<file path="config.mk">
export PLATFORM = sky130hd
export DESIGN_NAME = antares_cloz_pipe
export DESIGN_NICKNAME = d
export VERILOG_FILES = /design/src/rtl/antares_pkg.sv /design/src/rtl/antares_cloz_byte.sv /design/src/rtl/antares_cloz_pipe.sv
export SDC_FILE = /design/constraint.sdc
export NUM_CORES = 1
export LEC_CHECK = 0
export ABC_AREA = 1
export BUFFER_PORTS_ARGS = -buffer_cell sky130_fd_sc_hd__buf_2
export CORE_MARGIN = 3
export CORE_UTILIZATION = 35
export CTS_BUF_LIST = sky130_fd_sc_hd__clkbuf_4
export DETAILED_ROUTE_END_ITERATION = 7
export GPL_TIMING_DRIVEN = 0
export SYNTH_ARGS = -nofsm -noshare
export SYNTH_HDL_FRONTEND = slang
export SYNTH_SLANG_ARGS = --single-unit
export TNS_END_PERCENT = 1
</file>
<file path="constraint.sdc">
create_clock -name clk -period 3.9 [get_ports clk]
set_input_delay 0.78 -clock clk [delete_from_list [all_inputs] [get_ports clk]]
set_output_delay 0.78 -clock clk [all_outputs]
set_load 0.02 [all_outputs]
</file>
<file path="src/rtl/antares_pkg.sv">
`default_nettype none
// ============================================================================
//  Module      : antares_pkg
//  Description : Shared operation encodings and constants for the count
//                leading/trailing zeros/ones pipeline.
//  Revision    : 1.0 - initial release
// ============================================================================
package antares_pkg;

    typedef enum logic [1:0] {
        MODE_CLZ = 2'b00,
        MODE_CLO = 2'b01,
        MODE_CTZ = 2'b10,
        MODE_CTO = 2'b11
    } mode_e;

    localparam int c_byte_w = 8;

endpackage : antares_pkg
`default_nettype wire

</file>
<file path="src/rtl/antares_cloz_byte.sv">
`default_nettype none
// ============================================================================
//  Module      : antares_cloz_byte
//  Description : Counts bits equal to i_match from bit 7 downward in one byte;
//                flags a byte whose eight bits all match.
//  Revision    : 1.0 - initial release
// ============================================================================
module antares_cloz_byte (
    input  logic [7:0] i_operand,
    input  logic       i_match,
    output logic [3:0] o_count,
    output logic       o_all_match
);

    logic w_run;

    always_comb begin
        o_count = 4'd0;
        w_run   = 1'b1;
        for (int i = 7; i >= 0; i--) begin
            w_run = w_run && (i_operand[i] == i_match);
            if (w_run) begin
                o_count = o_count + 4'd1;
            end
        end
    end

    // A count of 8 is the only value with bit 3 set.
    assign o_all_match = o_count[3];

endmodule : antares_cloz_byte
`default_nettype wire

</file>
<file path="src/rtl/antares_cloz_pipe.sv">
`default_nettype none
// ============================================================================
//  Module      : antares_cloz_pipe
//  Description : Two-stage valid/ready pipeline counting leading or trailing
//                zeros or ones. Trailing counts need ANTARES_CLOZ_TRAILING_EN.
//  Revision    : 1.0 - initial release
// ============================================================================
module antares_cloz_pipe
    import antares_pkg::*;
#(
    parameter  int WIDTH = 32,
    localparam int RW    = $clog2(WIDTH) + 1
) (
    input  logic             clk,
    input  logic             rst,
    input  logic             flush,
    input  logic             in_valid,
    output logic             in_ready,
    input  logic [WIDTH-1:0] in_data,
    input  logic [1:0]       in_mode,
    output logic             out_valid,
    input  logic             out_ready,
    output logic [RW-1:0]    out_result,
    output logic             out_full
);

    localparam int c_nbytes = WIDTH / c_byte_w;

    logic                     r_s1_valid;
    logic [c_nbytes-1:0][3:0] r_s1_cnt;
    logic [c_nbytes-1:0]      r_s1_all;
    logic                     r_s2_valid;
    logic [RW-1:0]            r_result;
    logic                     r_full;

    logic [WIDTH-1:0]         w_operand;
    logic                     w_match;
    logic [c_nbytes-1:0][3:0] w_byte_cnt;
    logic [c_nbytes-1:0]      w_byte_all;
    logic                     w_advance;
    logic                     w_s1_load;
    logic                     w_accept;
    logic [RW-1:0]            w_sum;
    logic                     w_run;

    // Without trailing support, mode 11 still counts ones (acts as CLO).
    assign w_match = (in_mode == MODE_CLO) || (in_mode == MODE_CTO);

`ifdef ANTARES_CLOZ_TRAILING_EN
    logic [WIDTH-1:0] w_reversed;

    always_comb begin
        w_reversed = '0;
        for (int i = 0; i < WIDTH; i++) begin
            w_reversed[i] = in_data[WIDTH-1-i];
        end
    end

    // A trailing count is a leading count of the bit-reversed operand.
    assign w_operand = ((in_mode == MODE_CTZ) || (in_mode == MODE_CTO)) ? w_reversed : in_data;
`else
    assign w_operand = in_data;
`endif

    assign w_advance = !r_s2_valid || out_ready;
    assign w_s1_load = !r_s1_valid || w_advance;
    assign in_ready  = (!r_s1_valid || !r_s2_valid || out_ready) && !flush;
    assign w_accept  = in_valid && in_ready;

    for (genvar g = 0; g < c_nbytes; g++) begin : g_byte
        antares_cloz_byte u_byte (
            .i_operand   (w_operand[c_byte_w*g +: c_byte_w]),
            .i_match     (w_match),
            .o_count     (w_byte_cnt[g]),
            .o_all_match (w_byte_all[g])
        );
    end

    always_ff @(posedge clk) begin
        if (rst) begin
            r_s1_valid <= 1'b0;
            r_s1_cnt   <= '0;
            r_s1_all   <= '0;
        end else if (flush) begin
            r_s1_valid <= 1'b0;
        end else if (w_s1_load) begin
            r_s1_valid <= w_accept;
            if (w_accept) begin
                r_s1_cnt <= w_byte_cnt;
                r_s1_all <= w_byte_all;
            end
        end
    end

    // Sum byte counts from the top byte down until the first non-uniform byte.
    always_comb begin
        w_sum = '0;
        w_run = 1'b1;
        for (int b = c_nbytes - 1; b >= 0; b--) begin
            if (w_run) begin
                w_sum = w_sum + RW'(r_s1_cnt[b]);
            end
            w_run = w_run && r_s1_all[b];
        end
    end

    always_ff @(posedge clk) begin
        if (rst) begin
            r_s2_valid <= 1'b0;
            r_result   <= '0;
            r_full     <= 1'b0;
        end else if (flush) begin
            r_s2_valid <= 1'b0;
        end else if (w_advance) begin
            r_s2_valid <= r_s1_valid;
            if (r_s1_valid) begin
                r_result <= w_sum;
                r_full   <= (w_sum == RW'(WIDTH));
            end
        end
    end

    assign out_valid  = r_s2_valid;
    assign out_result = r_result;
    assign out_full   = r_full;

endmodule : antares_cloz_pipe
`default_nettype wire

</file>
# Word level (Yosys, flattened, before mapping)

Cells that the tools add are included.

Bits in registers: 29
Input bits: 39
Output and inout bits: 9
Word-level logic and storage cells: 154

Add/sub/neg operators: 31
Equality and inequality tests: 35
Muxes and demuxes: 35
Bitwise logic cells: 1
Reduce and logical (&&, ||, !) cells: 43

Operators by type and width:

| operator                                             | count |
|---|---|
| adder 4 x 1 -> 4 bit (second input constant)         | 28 |
| two-way mux 4 bit                                    | 28 |
| equality test 1 bit                                  | 32 |
| logical AND 1 bit                                    | 32 |
| adder 6 x 4 -> 6 bit                                 | 2 |
| two-way mux 6 bit                                    | 2 |
| equality test 6 bit (second input constant)          | 1 |
| AND reduction 3 bit                                  | 2 |
| adder 4 x 4 -> 5 bit                                 | 1 |
| logical OR 1 bit                                     | 5 |
| two-way mux 5 bit                                    | 1 |
| two-way mux 1 bit                                    | 4 |
| zero test 1 bit                                      | 3 |
| equality test 2 x 1 -> 1 bit (second input constant) | 1 |
| equality test 2 bit (second input constant)          | 1 |
| OR reduction 2 bit                                   | 1 |
| inverter 1 bit                                       | 1 |

# Depth between registers and ports, before layout

Gate-level depths: netlist of run 1.

Depth after elaboration: 18
Mapped depth: 29
Depth with buffers taken out: 27

# Cells and area by module

A second synthesis of run 1 with hierarchy kept.

Cell total of the unflattened synthesis: 659
Area, all modules: 3883.7 sq um

Modules (own cells, without submodules):

| module                                    | instances | cells each | area each (sq um) | seq. area each (sq um) |
|---|---|---|---|---|
| antares_cloz_pipe                         | 1         | 250        | 1712.9            | 560.5 |
| antares_cloz_byte at g_byte[0].u_byte ... | 3         | 102        | 526.8             | 0.0 |
| antares_cloz_byte at g_byte[3].u_byte     | 1         | 103        | 590.6             | 0.0 |

# Least setup slack after synthesis of run 1

No wires, ideal clock.

Path type: input -> register
Start point: input in_mode[0]
End point: register r_s1_cnt[9] (netlist bit)
Setup time: 0.132 ns
Arrival: 3.890 ns
Required time: 3.768 ns
Path slack: -0.123 ns
Stages on the path: 23
Buffers on the path: 2
Cells stage by stage: buf_6 > buf_6 > nand2_1 > nand2_4 > nand2_2 > nand2_1 > ha_1 > inv_1 > nand4_1 > and2_1 > ha_1 > nand2_1 > nand2_2 > ha_1 > nand2_1 > nand2_1 > ha_1 > or2_0 > nand2_1 > inv_2 > ha_1 > o211ai_1 > a21oi_1

Word-level cells in the longest chain between the ends: 18

Ends and longest elaborated chain:

| element                                                                    | RTL line                | RTL |
|---|---|---|
| start: declaration                                                         | antares_cloz_pipe.sv:20 | `input logic [1:0] in_mode,` |
| equality test 2 x 1 -> 1 bit / equality test 2 bit (equally long branches) | antares_cloz_pipe.sv:47 | `assign w_match = (in_mode == MODE_CLO) \|\| (in_mode == MODE_CTO);` |
| logical OR 1 bit (*)                                                       | antares_cloz_pipe.sv:47 |  |
| equality test 1 bit                                                        | antares_cloz_byte.sv:21 | `w_run = w_run && (i_operand[i] == i_match);` |
| two-way mux 1 bit                                                          | antares_cloz_byte.sv:22 | `if (w_run) begin` |
| adder 4 x 1 -> 4 bit                                                       | antares_cloz_byte.sv:23 | `o_count = o_count + 4'd1;` |
| two-way mux 4 bit                                                          | antares_cloz_byte.sv:22 |  |
| adder 4 x 1 -> 4 bit                                                       | antares_cloz_byte.sv:23 |  |
| two-way mux 4 bit                                                          | antares_cloz_byte.sv:22 |  |
| (+2 left out)                                                              | n/a                     |  |
| adder 4 x 1 -> 4 bit                                                       | antares_cloz_byte.sv:23 |  |
| two-way mux 4 bit                                                          | antares_cloz_byte.sv:22 |  |
| adder 4 x 1 -> 4 bit                                                       | antares_cloz_byte.sv:23 |  |
| two-way mux 4 bit                                                          | antares_cloz_byte.sv:22 |  |
| adder 4 x 1 -> 4 bit                                                       | antares_cloz_byte.sv:23 |  |
| two-way mux 4 bit                                                          | antares_cloz_byte.sv:22 |  |
| adder 4 x 1 -> 4 bit                                                       | antares_cloz_byte.sv:23 |  |
| two-way mux 4 bit (*)                                                      | antares_cloz_byte.sv:22 |  |
| end signal: assignment                                                     | antares_cloz_pipe.sv:89 | `r_s1_cnt <= w_byte_cnt;` |
| end: declaration                                                           | antares_cloz_pipe.sv:30 | `logic [c_nbytes-1:0][3:0] r_s1_cnt;` |

Every way passes the cells marked *; elsewhere a longest branch is shown, timed or not.
A chain may end at the register's enable or synchronous reset.

# Worst setup path after layout of run 1

Start point: input in_mode[0]
End point: register r_s1_cnt[1] (netlist bit)

The elaborated chain is that of the path after synthesis.

==> summary.md, run 1 <==
| Metric | Value |
|---|---|
| Reg-to-reg startpoint | r_s1_cnt[12] |
| Hold Vio Cnt, Final | 0 |
| Max VDD drop | around 0.098 mV |
| Placer Congestion | between 0.8 and 0.9 |
| Fin area | about 4600 µm² |
| Setup_tns | 0 ps |
| Routed WL | a little over 9 mm |
| Crit share post-route | approximately 97% |
| Wire per inst | 11.1 µm |
| Reg2reg setup slack | around 350 ps |
| Post-Synthesis Cells | around 610 |
| DR vias/cell | 4.73 |
| Least-Margin Pin Slew | 935 ps |
| Min-delay src | out_full |
| Largest net degree at the start of global routing | 14 |
| Core area | 9910 µm² |
| Reg2reg end | out_full |
| Placed cell area | between 4000 and 5000 µm² |
| Unrepaired setup endpoints after global routing | true |
| Top Family by Delay on Critical Path | adder cells |
| Commonest non-fill, non-tap cell in the layout | nand2_1 |
| Worst-path fanout max | 10 |
| DRT iter0 DRCs | 108 |
| Number of port buffers | 45 |
| Crit path launch | in_mode[0] |
| WHS Path Cells | 2 |
| Die area | approximately 12,000 µm² |
| Worst-path cell chain | buf_16 -> buf_12 -> nand2_1 -> inv_1 -> nor2_4 -> nand2_2 -> nand2_2 -> ha_1 -> inv_1 -> nand4_1 -> and2_1 -> ha_1 -> nand2_1 -> nand2_2 -> ha_1 -> nand2_1 -> nand2_1 -> ha_1 -> or2_0 -> nand2_1 -> inv_2 -> ha_1 -> o211ai_1 -> a21oi_1 |
| Synthesis Warnings | 0 |
| Seq/Total Area, Yosys | about 14% |
| # rows | 36 |
| CTS tree | built |
| Fillcell total | just over 1,000 |
| Final HPWL DP | approximately 6.9 mm |
| Final Skew | roughly 3.7 ps |
| Synth Net Count | a little under 700 |
| Post-route ant nets | 0 |
| Die Span Y | 108 µm |
| GRT overflow | 0 |
| Crit-path slowest cell | ha_1 |
| First-pass GRT wire length | between 15 and 20 mm |
| Mapped Area | roughly 3600 µm² |
| Final setup fails | 0 |
| Synth cell types | 38 |
| End of the worst hold path | out_full |
| CP max stage delay | 280 ps |
| Hold WS | 472 ps |
| Crit. End Element | register |
| Die X-Extent | ~110 µm |
| Min Clock Period, post-route | ~3800 ps |
| Outcome | finished clean |
| Num CTS Buffers | 3 |
| Vias in the first global route | 3,494 |
| Layout cell share with drive strength beyond 1 | 25.8% |
| Drt first pass iters | 4 |
| DRC | 0 |
| Initial antenna violation count | 0 |
| Clock tree buffer depth | 2 |
| Worst EP required | approximately 4000 ps |
| Starting density of the core | 36.5% |
| Nature of the critical path startpoint | primary input |
| Clock latency on the worst-skew pair | ~330 ps |
| Diode count | 0 |
| Worst path bufs/invs | 5 |
| Power Density | 169 nW/µm² |
| Nets | 763 |
| Max Clk Rate | roughly 0.26 GHz |
| Layout area overhead | 26.3% |
| Max cap viols | 0 |
| Max Slew Vio Count | 0 |
| Worst reg2reg path depth | 18 |
| Tot GR Track Use | 15.1% |
| WS Path Type | in -> reg |
| Min-delay worst type | reg -> reg |
| Critical Path AT | around 4000 ps |
| Max_slew headroom | between 30 and 40% |
| H-tree Lvls | 1 |
| Clk root buf | clkbuf_4 |
| DR vias | 3,876 |
| Clock slew seen by the registers of the worst setup and hold paths | ~140 ps |
| Register bit total from synthesis | 25 |
| Post-synthesis area per instance | 5.90 µm² |
| Most frequent cells in the layout | nand2_1 (145), inv_1 (97), nand3_1 (65) |
| Pleak | ~2.5 nW |
| Sink Count | 25 |
| IO Pins | 48 |
-- final cells by class --
| type | instances | area (µm²) | share of cell area (%) |
|---|---|---|---|
| multi-input cells | 463 | 2860 | 62.6 |
| flip-flops and latches | 25 | 500 | 10.9 |
| repair buffers | 70 | 448 | 9.80 |
| inverters | 114 | 430 | 9.41 |
| well taps | 133 | 166 | 3.64 |
| plain buffers | 11 | 134 | 2.93 |
| clock buffers | 4 | 30.0 | 0.657 |
-- registers in the layout (all words and copies together) (netlist names) --
| signal | cells |
|---|---|
| out_result | 6 |
| r_s1_cnt | 13 |
| out_valid | 1 |
| r_s1_valid | 1 |
| r_s1_all | 3 |
| out_full | 1 |
-- repair_timing --
action / CTS / global route
buffers inserted: 0 / 23
gates resized for setup: 1 / 46
cloned: 0 / 2
setup endpoints to repair: 1 / 13
hold buffers: 0 / 0
hold endpoints to repair: 0 / 0
pin swaps: 0 / 36
-- cells in the mapped netlist --
cell / number / area (µm²)
inv_2: 13 / 48.8
o211ai_1: 6 / 45.0
xor2_1: 1 / 8.76
o21ai_1: 3 / 15.0
a21oi_1: 25 / 125
inv_1: 100 / 375
clkbuf_1: 5 / 18.8
o22ai_1: 1 / 6.26
nor2_4: 1 / 11.3
dfxtp_1: 25 / 500
and2_1: 4 / 25.0
a21oi_2: 3 / 26.3
or2_0: 4 / 25.0
nand2_2: 25 / 156
nor2_1: 46 / 173
o21bai_1: 5 / 37.5
nand3_2: 4 / 40.0
o21ai_0: 20 / 100
ha_1: 33 / 413
buf_2: 1 / 5.00
a31oi_1: 1 / 6.26
xnor2_1: 4 / 35.0
nand3_1: 66 / 330
o21a_1: 6 / 45.0
nor2_8: 3 / 60.1
buf_6: 3 / 33.8
nand2_1: 158 / 593
fa_1: 3 / 60.1
o21ai_2: 3 / 26.3
buf_4: 1 / 7.51
or2_2: 6 / 37.5
clkinv_1: 1 / 3.75
nand4_1: 17 / 106
nand2_4: 3 / 33.8
nor2_2: 5 / 31.3
nor3_1: 6 / 30.0
buf_8: 1 / 15.0
a21boi_1: 1 / 7.51
-- tightest hold or removal path, stage by stage, from the launching register on --
cell,delay [ps]
dfxtp_1,330
nand2_1,60
a21oi_1,50
-- per-stage QoR --
| stage | utilization [%] | std cells | total power, mW | setup slack (ps) |
|---|---|---|---|---|
| 2_1_floorplan | - | 613 | 0.501 | -17.2 |
| 3_5_place_dp | 41.4 | 791 | 0.581 | -374 |
| 4_1_cts | 41.7 | 795 | 0.711 | 34.3 |
| 5_1_grt | 46.1 | 820 | 0.839 | -69.3 |
| 6_report | 46.1 | 820 | 0.773 | 123 |
| 3_3_place_gp | 41.4 | 791 | 0.571 | -308 |
-- power by group --
group / switching [mW] / total (mW) / leakage [nW] / internal [mW]
registers: 0.00808 / 0.275 / 0.204 / 0.267
clock network: 0.0834 / 0.131 / 0.0184 / 0.0472
logic: 0.216 / 0.368 / 2.24 / 0.151
-- routing by layer --
metal | global-route usage (%) | wire [µm] | up-vias
li1 | - | - | 2100
met4 | 2.43 | 63 | 0
met3 | 1.02 | 343 | 5
met2 | 26.7 | 4370 | 61
met1 | 20.2 | 4290 | 1710
met5 | 0 | 0 | -
-- how the worst max path moves through the flow --
stage	end	depth (start not counted)
after floorplan	r_s1_cnt[5]	23
after global placement	r_s1_cnt[9]	24
after detailed placement	r_s1_cnt[9]	24
after CTS	r_s1_cnt[9]	24
after global routing	r_s1_cnt[1]	24
final	r_s1_cnt[1]	24
-- logic make-up after synthesis --
logic type | count (synthesis) | share of synthesized area, %
xor gates and xnor gates | 5 | 1.21
AOI/OAI and AO/OA | 74 | 12.2
DFF | 25 | 13.8
buffers and inverters | 125 | 14.0
and+or+nand+nor | 348 | 45.7
adders and majority gates | 36 | 13.1
Note: power is estimated with default switching activity, not from simulation.
==> inputs of run 2 (changes only) <==
--- a/config.mk
+++ b/config.mk
@@ -7,11 +7,14 @@
 export LEC_CHECK = 0
 export ABC_AREA = 1
 export BUFFER_PORTS_ARGS = -buffer_cell sky130_fd_sc_hd__buf_2
+export CELL_PAD_IN_SITES_DETAIL_PLACEMENT = 1
+export CELL_PAD_IN_SITES_GLOBAL_PLACEMENT = 2
 export CORE_MARGIN = 3
-export CORE_UTILIZATION = 35
+export CORE_UTILIZATION = 29
 export CTS_BUF_LIST = sky130_fd_sc_hd__clkbuf_4
 export DETAILED_ROUTE_END_ITERATION = 7
 export GPL_TIMING_DRIVEN = 0
+export PLACE_DENSITY_LB_ADDON = 0.1
 export SYNTH_ARGS = -nofsm -noshare
 export SYNTH_HDL_FRONTEND = slang
 export SYNTH_SLANG_ARGS = --single-unit
==> summary.md, run 2 (synthesis results as in run 1) <==
| Metric | Value |
|---|---|
| Outcome | finished clean |
| Final HPWL DP | slightly below 9 mm |
| # hold bufs at CTS | 0 |
| Layout cell share with drive strength beyond 1 | about 28% |
| Power Density | about 170 nW/µm² |
| Commonest non-fill, non-tap cell in the layout | nand2_1 |
| Clk root buf | clkbuf_4 |
| Util after Layout | about two fifths |
| DRT iter0 DRCs | between 100 and 150 |
| Vias in the first global route | slightly above 4,000 |
| Nature of the critical path startpoint | primary input |
| Min-delay worst type | reg -> reg |
| Largest net degree at the start of global routing | 15 |
| Max cap viols | 0 |
| Max reg flops | 13 |
| Worst reg2reg path depth | 19 |
| Die X-Extent | between 100 and 150 µm |
| Placed cell area | a little over 4000 µm² |
| Max Clk Rate | approximately 0.26 GHz |
| WHS Path Cells | 2 |
| Crit share post-route | a little under 100% |
| DRC | 0 |
| Min Clock Period, post-route | between 3000 and 4000 ps |
| Post-route ant nets | 0 |
| IO Pins | between 40 and 50 |
| Least-Margin Pin Slew | 948 ps |
| Hold Vio Cnt, Final | 0 |
| Sink Count | 25 |
| Reg-to-reg startpoint | r_s1_cnt[8] |
| Final Skew | about 11 ps |
| Die area | 13,900 µm² |
| End of the worst hold path | out_full |
| Die Span Y | 118 µm |
| Max Slew Vio Count | 0 |
| Reg2reg end | out_full |
| FF+latch area | 500 µm² |
| Reg2reg setup slack | 280 ps |
| Critical Path AT | approximately 4000 ps |
| Pleak | about 2.5 nW |
| Worst EP required | 4120 ps |
| Starting density of the core | 29.9% |
| Crit. End Element | register |
| Pre-CTS setup slack | -454 ps |
| Layout area overhead | 30.8% |
| Crit path launch | in_mode[0] |
| Routed WL | between 10 and 15 mm |
| Final setup fails | 0 |
| Nets | slightly below 800 |
| Biggest register | r_s1_cnt |
| Number of port buffers | between 40 and 50 |
| Drt first pass iters | 4 |
| Fillcell total | between 1,500 and 2,000 |
| Clock tree buffer depth | 2 |
| Max VDD drop | between 0.07 and 0.08 mV |
| Num CTS Buffers | 3 |
| CTS tree | built |
| Fin area | 4730 µm² |
| # rows | 40 |
| Unrepaired setup endpoints after global routing | true |
| DR vias/cell | ~4.7 |
| H-tree Lvls | 1 |
| Initial antenna violation count | 0 |
| Diode count | 0 |
| Tot GR Track Use | ~15% |
| WS Path Type | in -> reg |
| Max_slew headroom | around 36% |
| Worst-path fanout max | 6 |
| Most frequent cells in the layout | nand2_1 (142), inv_1 (95), nand3_1 (65) |
| Clock slew seen by the registers of the worst setup and hold paths | 150 ps |
| GRT overflow | 0 |
| Clock latency on the worst-skew pair | approximately 330 ps |
| First-pass GRT wire length | ~18 mm |
| Min-delay src | out_full |
| Multi-input logic area | slightly below 3000 µm² |
| DR vias | about 4,000 |
| Post-route setup slack | ~100 ps |
| Placer Congestion | around 0.8 |
| Wire per inst | 12.9 µm |
| Core area | ~12,000 µm² |
==> run 2: cell types whose count changed in the layout (fill, tap and decap cells not counted), sizes merged <==
cell,before,now
buf,74,80
clkbuf,11,12
clkinv,1,2
==> run 2: worst max-delay path: stages <==
cell      delay [ps]
buf_16           130
buf_12           140
nand2_2           70
nand2_4           80
inv_1            100
nor2_4            40
ha_1             290
inv_1             70
nand4_1          130
and2_1           170
ha_1             280
nand2_1           80
nand2_2           90
ha_4             250
nand2_2           60
nand2_1           60
ha_1             280
or2_0            230
nand2_2           90
inv_2             40
ha_1             280
o211ai_1         190
a21oi_1           80
==> run 2: worst max path at each step <==
| stage | end | slack [ps] | cells after the start |
|---|---|---|---|
| floorplan | r_s1_cnt[5] | -20 | 23 |
| global placement | r_s1_cnt[9] | -360 | 24 |
| detailed placement | r_s1_cnt[9] | -450 | 24 |
| CTS | r_s1_cnt[5] | 3 | 23 |
| global route | r_s1_cnt[5] | -100 | 24 |
| finish | r_s1_cnt[5] | 100 | 23 |
==> run 2: cell type report <==
cell class | count | area share (%)
Inverter | 114 | 9.20
Clock buffer | 3 | 0.476
Tap cell | 168 | 4.44
Buffer | 11 | 2.83
Timing Repair Buffer | 78 | 11.5
Multi-Input combinational cell | 463 | 60.9
Sequential cell | 25 | 10.6
Clock inverter | 1 | 0.106
==> run 2: metrics by stage <==
| stage | total power [mW] | TNS (ps) | std cells | hold slack (ps) |
|---|---|---|---|---|
| after floorplan | 0.501 | -43.0 | 613 | 452 |
| after global placement | 0.580 | -2840 | 826 | 458 |
| after detailed placement | 0.593 | -3780 | 826 | 459 |
| after CTS | 0.724 | 0 | 830 | 478 |
| after global routing | 0.865 | -418 | 863 | 506 |
| final | 0.789 | 0 | 863 | 476 |
==> run 2: routing by layer <==
metal  routed length, µm  share of wire [%]  vias up  GRT usage [%]
li1                    -                  -     2115              -
met1                5400                 48     1871           20.7
met4                  65               0.58        0           2.05
met2                5480                 49       38           26.8
met5                   0                  0        -              0
met3                 192                1.7        6          0.961
==> run 2: report_power, final <==
| group | internal (mW) | switching [mW] | leakage [nW] |
|---|---|---|---|
| sequential | 0.267 | 0.00848 | 0.204 |
| combinational | 0.160 | 0.229 | 2.30 |
| clock | 0.0386 | 0.0862 | 0.0177 |
==> run 2: timing repair <==
action	CTS	global route
cloned	0	4
setup endpoints to repair	4	14
buffers inserted	0	29
pin swaps	0	37
gates resized for setup	4	55
==> inputs of run 3 (changes only) <==
--- a/config.mk
+++ b/config.mk
@@ -17,5 +17,6 @@
 export PLACE_DENSITY_LB_ADDON = 0.1
 export SYNTH_ARGS = -nofsm -noshare
 export SYNTH_HDL_FRONTEND = slang
+export SYNTH_HIERARCHICAL = 1
 export SYNTH_SLANG_ARGS = --single-unit
 export TNS_END_PERCENT = 1
==> constraint.sdc (replaced) <==
create_clock -name clk -period 3.9 [get_ports clk]
set_input_delay 0 -clock clk [delete_from_list [all_inputs] [get_ports clk]]
set_output_delay 0 -clock clk [all_outputs]
set_load 0.02 [all_outputs]
==> summary.md, run 3 <==
| Metric | Value |
|---|---|
| Worst reg2reg path depth | 23 |
| Commonest non-fill, non-tap cell in the layout | nand2_1 |
| GR peak layer | met2 |
| Clock latency on the worst-skew pair | ~340 ps |
| Synth async-reset ratio | 0% |
| Top cells by instance count after synthesis | nand2_1 (194), inv_1 (105), nand3_1 (59) |
| Leading area contributor after synthesis | nand2_1 |
| Max Slew Vio Count | 0 |
| First-pass GRT wire length | roughly 18 mm |
| Largest net degree at the start of global routing | 17 |
| Post-synth EDFFs | 0 |
| Initial antenna violation count | 0 |
| Net Sw Power | 0.298 mW |
| CP dominant cell by count | nand2_1 |
| Core area | about 13,000 µm² |
| DR vias/cell | between 4 and 5 |
| Worst-path fanout max | 3 |
| Reg2reg setup slack | roughly 320 ps |
| Combinational share of power | a little under two fifths |
| Post-Synthesis Cells | approximately 660 |
| Met2 Use GR | a little over a quarter |
| DRT iter0 DRCs | 113 |
| Hold WS | between 30 and 40 ps |
| DRC | 0 |
| Clk root buf | clkbuf_4 |
| Min Clock Period, post-route | roughly 3600 ps |
| Starting density of the core | 30.2% |
| Reg2reg end | out_full |
| Synthesis Warnings | 6 |
| Unrepaired setup endpoints after global routing | false |
| Final setup fails | 0 |
| Biggest register | r_s1_cnt |
| Final Skew | 8.79 ps |
| DR vias | between 4,000 and 5,000 |
| CP max stage delay | 480 ps |
| Drt first pass iters | 4 |
| Sequential power share | between 30% and 40% |
| Min-delay worst type | in -> reg |
| Hold Vio Cnt, Final | 0 |
| Die Span Y | 122 µm |
| Mapped Area | slightly below 4000 µm² |
| CTS tree | built |
| Crit-path slowest cell | fa_1 |
| Net Sw Frac | between 30% and 40% |
| Sink Count | 28 |
| WHS Path Cells | 2 |
| Diode count | 0 |
| Crit path launch | r_s1_cnt[8] |
| Placer Congestion | around 0.78 |
| Synth Net Count | 730 |
| Crit share post-route | between 90% and 100% |
| Wire per inst | 11.6 µm |
| Max_slew headroom | about two fifths |
| Num CTS Buffers | 3 |
| Die X-Extent | 122 µm |
| Max cap viols | 0 |
| Final HPWL DP | just under 9 mm |
| Clk pwr share | roughly a quarter |
| Max VDD drop | around 0.13 mV |
| Layout cell share with drive strength beyond 1 | 21.8% |
| WS Path Type | reg -> reg |
| Layout area overhead | 14.2% |
| Number of port buffers | 44 |
| Global Route met1 Usage | between 15 and 20% |
| Worst-path cell chain | ha_2 -> fa_1 -> nand2_1 -> o21ai_4 -> inv_1 -> fa_1 -> or2_2 -> nand2_2 -> inv_1 -> fa_1 -> inv_1 -> nand2_1 -> nand2_1 -> nand2_1 -> nand2_1 -> nand2_1 -> inv_1 -> nand2_1 -> nand2_1 -> nand2_1 -> inv_1 -> nand3_1 -> a21oi_2 |
| Area share of the leading cell type in the synthesized netlist | 18.8% |
| Reg-to-reg startpoint | r_s1_cnt[8] |
| # rows | between 40 and 50 |
| Post-synthesis area per instance | 5.89 µm² |
| Critical Path AT | ~3900 ps |
| Met3 Use GR | less than 1% |
| Synth cell types | 37 |
| Routed WL | a little over 10 mm |
| Max reg flops | 16 |
| Post-route ant nets | 0 |
| Clock tree buffer depth | 2 |
| Crit. End Element | register |
| Most frequent cells in the layout | nand2_1 (193), inv_1 (105), nand3_1 (59) |
| Nets | 784 |
| Largest cells by area after synthesis | nand2_1 (19%), dfxtp_1 (14%), inv_1 (10%) |
| H-tree Lvls | 1 |
| IO Pins | 48 |
| Worst EP required | about 4200 ps |
| Top-count cell post-synth | nand2_1 |
| CP endpoint | out_full |
| Nature of the critical path startpoint | register |
| Vias in the first global route | 4,240 |
| Tot GR Track Use | about 14% |
| Setup_tns | 0 ps |
| GRT overflow | 0 |
| Least-Margin Pin Slew | 873 ps |
| Die area | approximately 15,000 µm² |
| Clock slew seen by the registers of the worst setup and hold paths | around 180 ps |
| Max Clk Rate | between 0.2 and 0.3 GHz |
| Outcome | finished clean |
| Int Power | ~0.50 mW |
| Primary FF master, synth | dfxtp_1 |
| Power Density | about 180 nW/µm² |
| Pleak | 2.43 nW |
| Seq/Total Area, Yosys | between 10 and 15% |
| Register bit total from synthesis | 28 |
-- run 3: cell types whose count changed in the layout (fill, tap and decap cells not counted), moves of 6 or more --
cell,delta
a21oi_1,+7
buf_4,-25
inv_1,+10
inv_2,-6
nand2_1,+51
nand3_1,-6
nor2_1,+8
nor2_2,+11
nor2_4,-10
o21ai_0,-7
-- run 3: power groups by stage --
stage	Sequential (mW)	Clock [mW]	Combinational, mW
finish	0.303	0.203	0.298
global route	0.304	0.221	0.348
CTS	0.302	0.212	0.301
detailed placement	0.308	0	0.297
global placement	0.308	0	0.284
floorplan	0.309	0	0.209
-- run 3: per-stage QoR --
step	power [mW]	setup WS (ps)	util (%)	cells	instance area [µm²]
6_report	0.803	321	34.5	884	4440
5_1_grt	0.873	36.8	34.5	884	4440
4_1_cts	0.815	154	34.3	883	4410
3_5_place_dp	0.605	224	33.5	875	4320
3_3_place_gp	0.591	234	33.5	875	4320
2_1_floorplan	0.518	627	-	659	3880
-- run 3: routing by layer --
layer | routed length [µm] | up-vias
li1 | - | 2174
met1 | 4850 | 1876
met2 | 5170 | 28
met3 | 134 | 4
met4 | 84 | 0
met5 | 0 | -
-- run 3: area by class of cell --
class / count / area [µm²]
fill: 1737 / 8440
multi-input combinational: 496 / 2790
sequential: 28 / 562
inverter: 118 / 443
timing repair buffer: 49 / 268
tap: 172 / 215
buffer: 17 / 110
clock inverter: 1 / 30.0
clock buffer: 3 / 22.5
-- run 3: timing repair --
item / 4_1_cts / 5_1_grt
setup buffers: 0 / 1
setup endpoints to repair: 0 / 4
hold buffers: 4 / 0
endpoints found under the hold margin: 6 / 0
resized for setup: 0 / 6
-- run 3: how the worst min path moves through the flow --
stage                    from  slack (ps)           end
floorplan            in_valid         170  r_s1_cnt[10]
global placement    out_ready         280     out_valid
detailed placement  out_ready         300     out_valid
CTS                       rst          50  r_s1_cnt[10]
global route              rst          50  r_s1_cnt[10]
finish                    rst          40   r_s1_cnt[2]
-- run 3: cells by family (layout without fill, tap and decap cells) --
kind of cell / after synthesis / count (layout) / synth area share [%]
adders and majority gates: 32 / 32 / 10.9
DFF: 28 / 28 / 14.4
xor gates and xnor gates: 5 / 5 / 1.13
buffers and inverters: 135 / 188 / 14.2
and+or+nand+nor: 390 / 390 / 49.1
AOI/OAI and AO/OA: 69 / 69 / 10.2
-- run 3: worst max-delay path: cells and delay by family, from the launching register on --
family,cells,cell delay [ps]
simple gates,12,1080
fa+ha+maj,4,1520
buf+inv,5,320
compound gates,2,230
flops,1,360
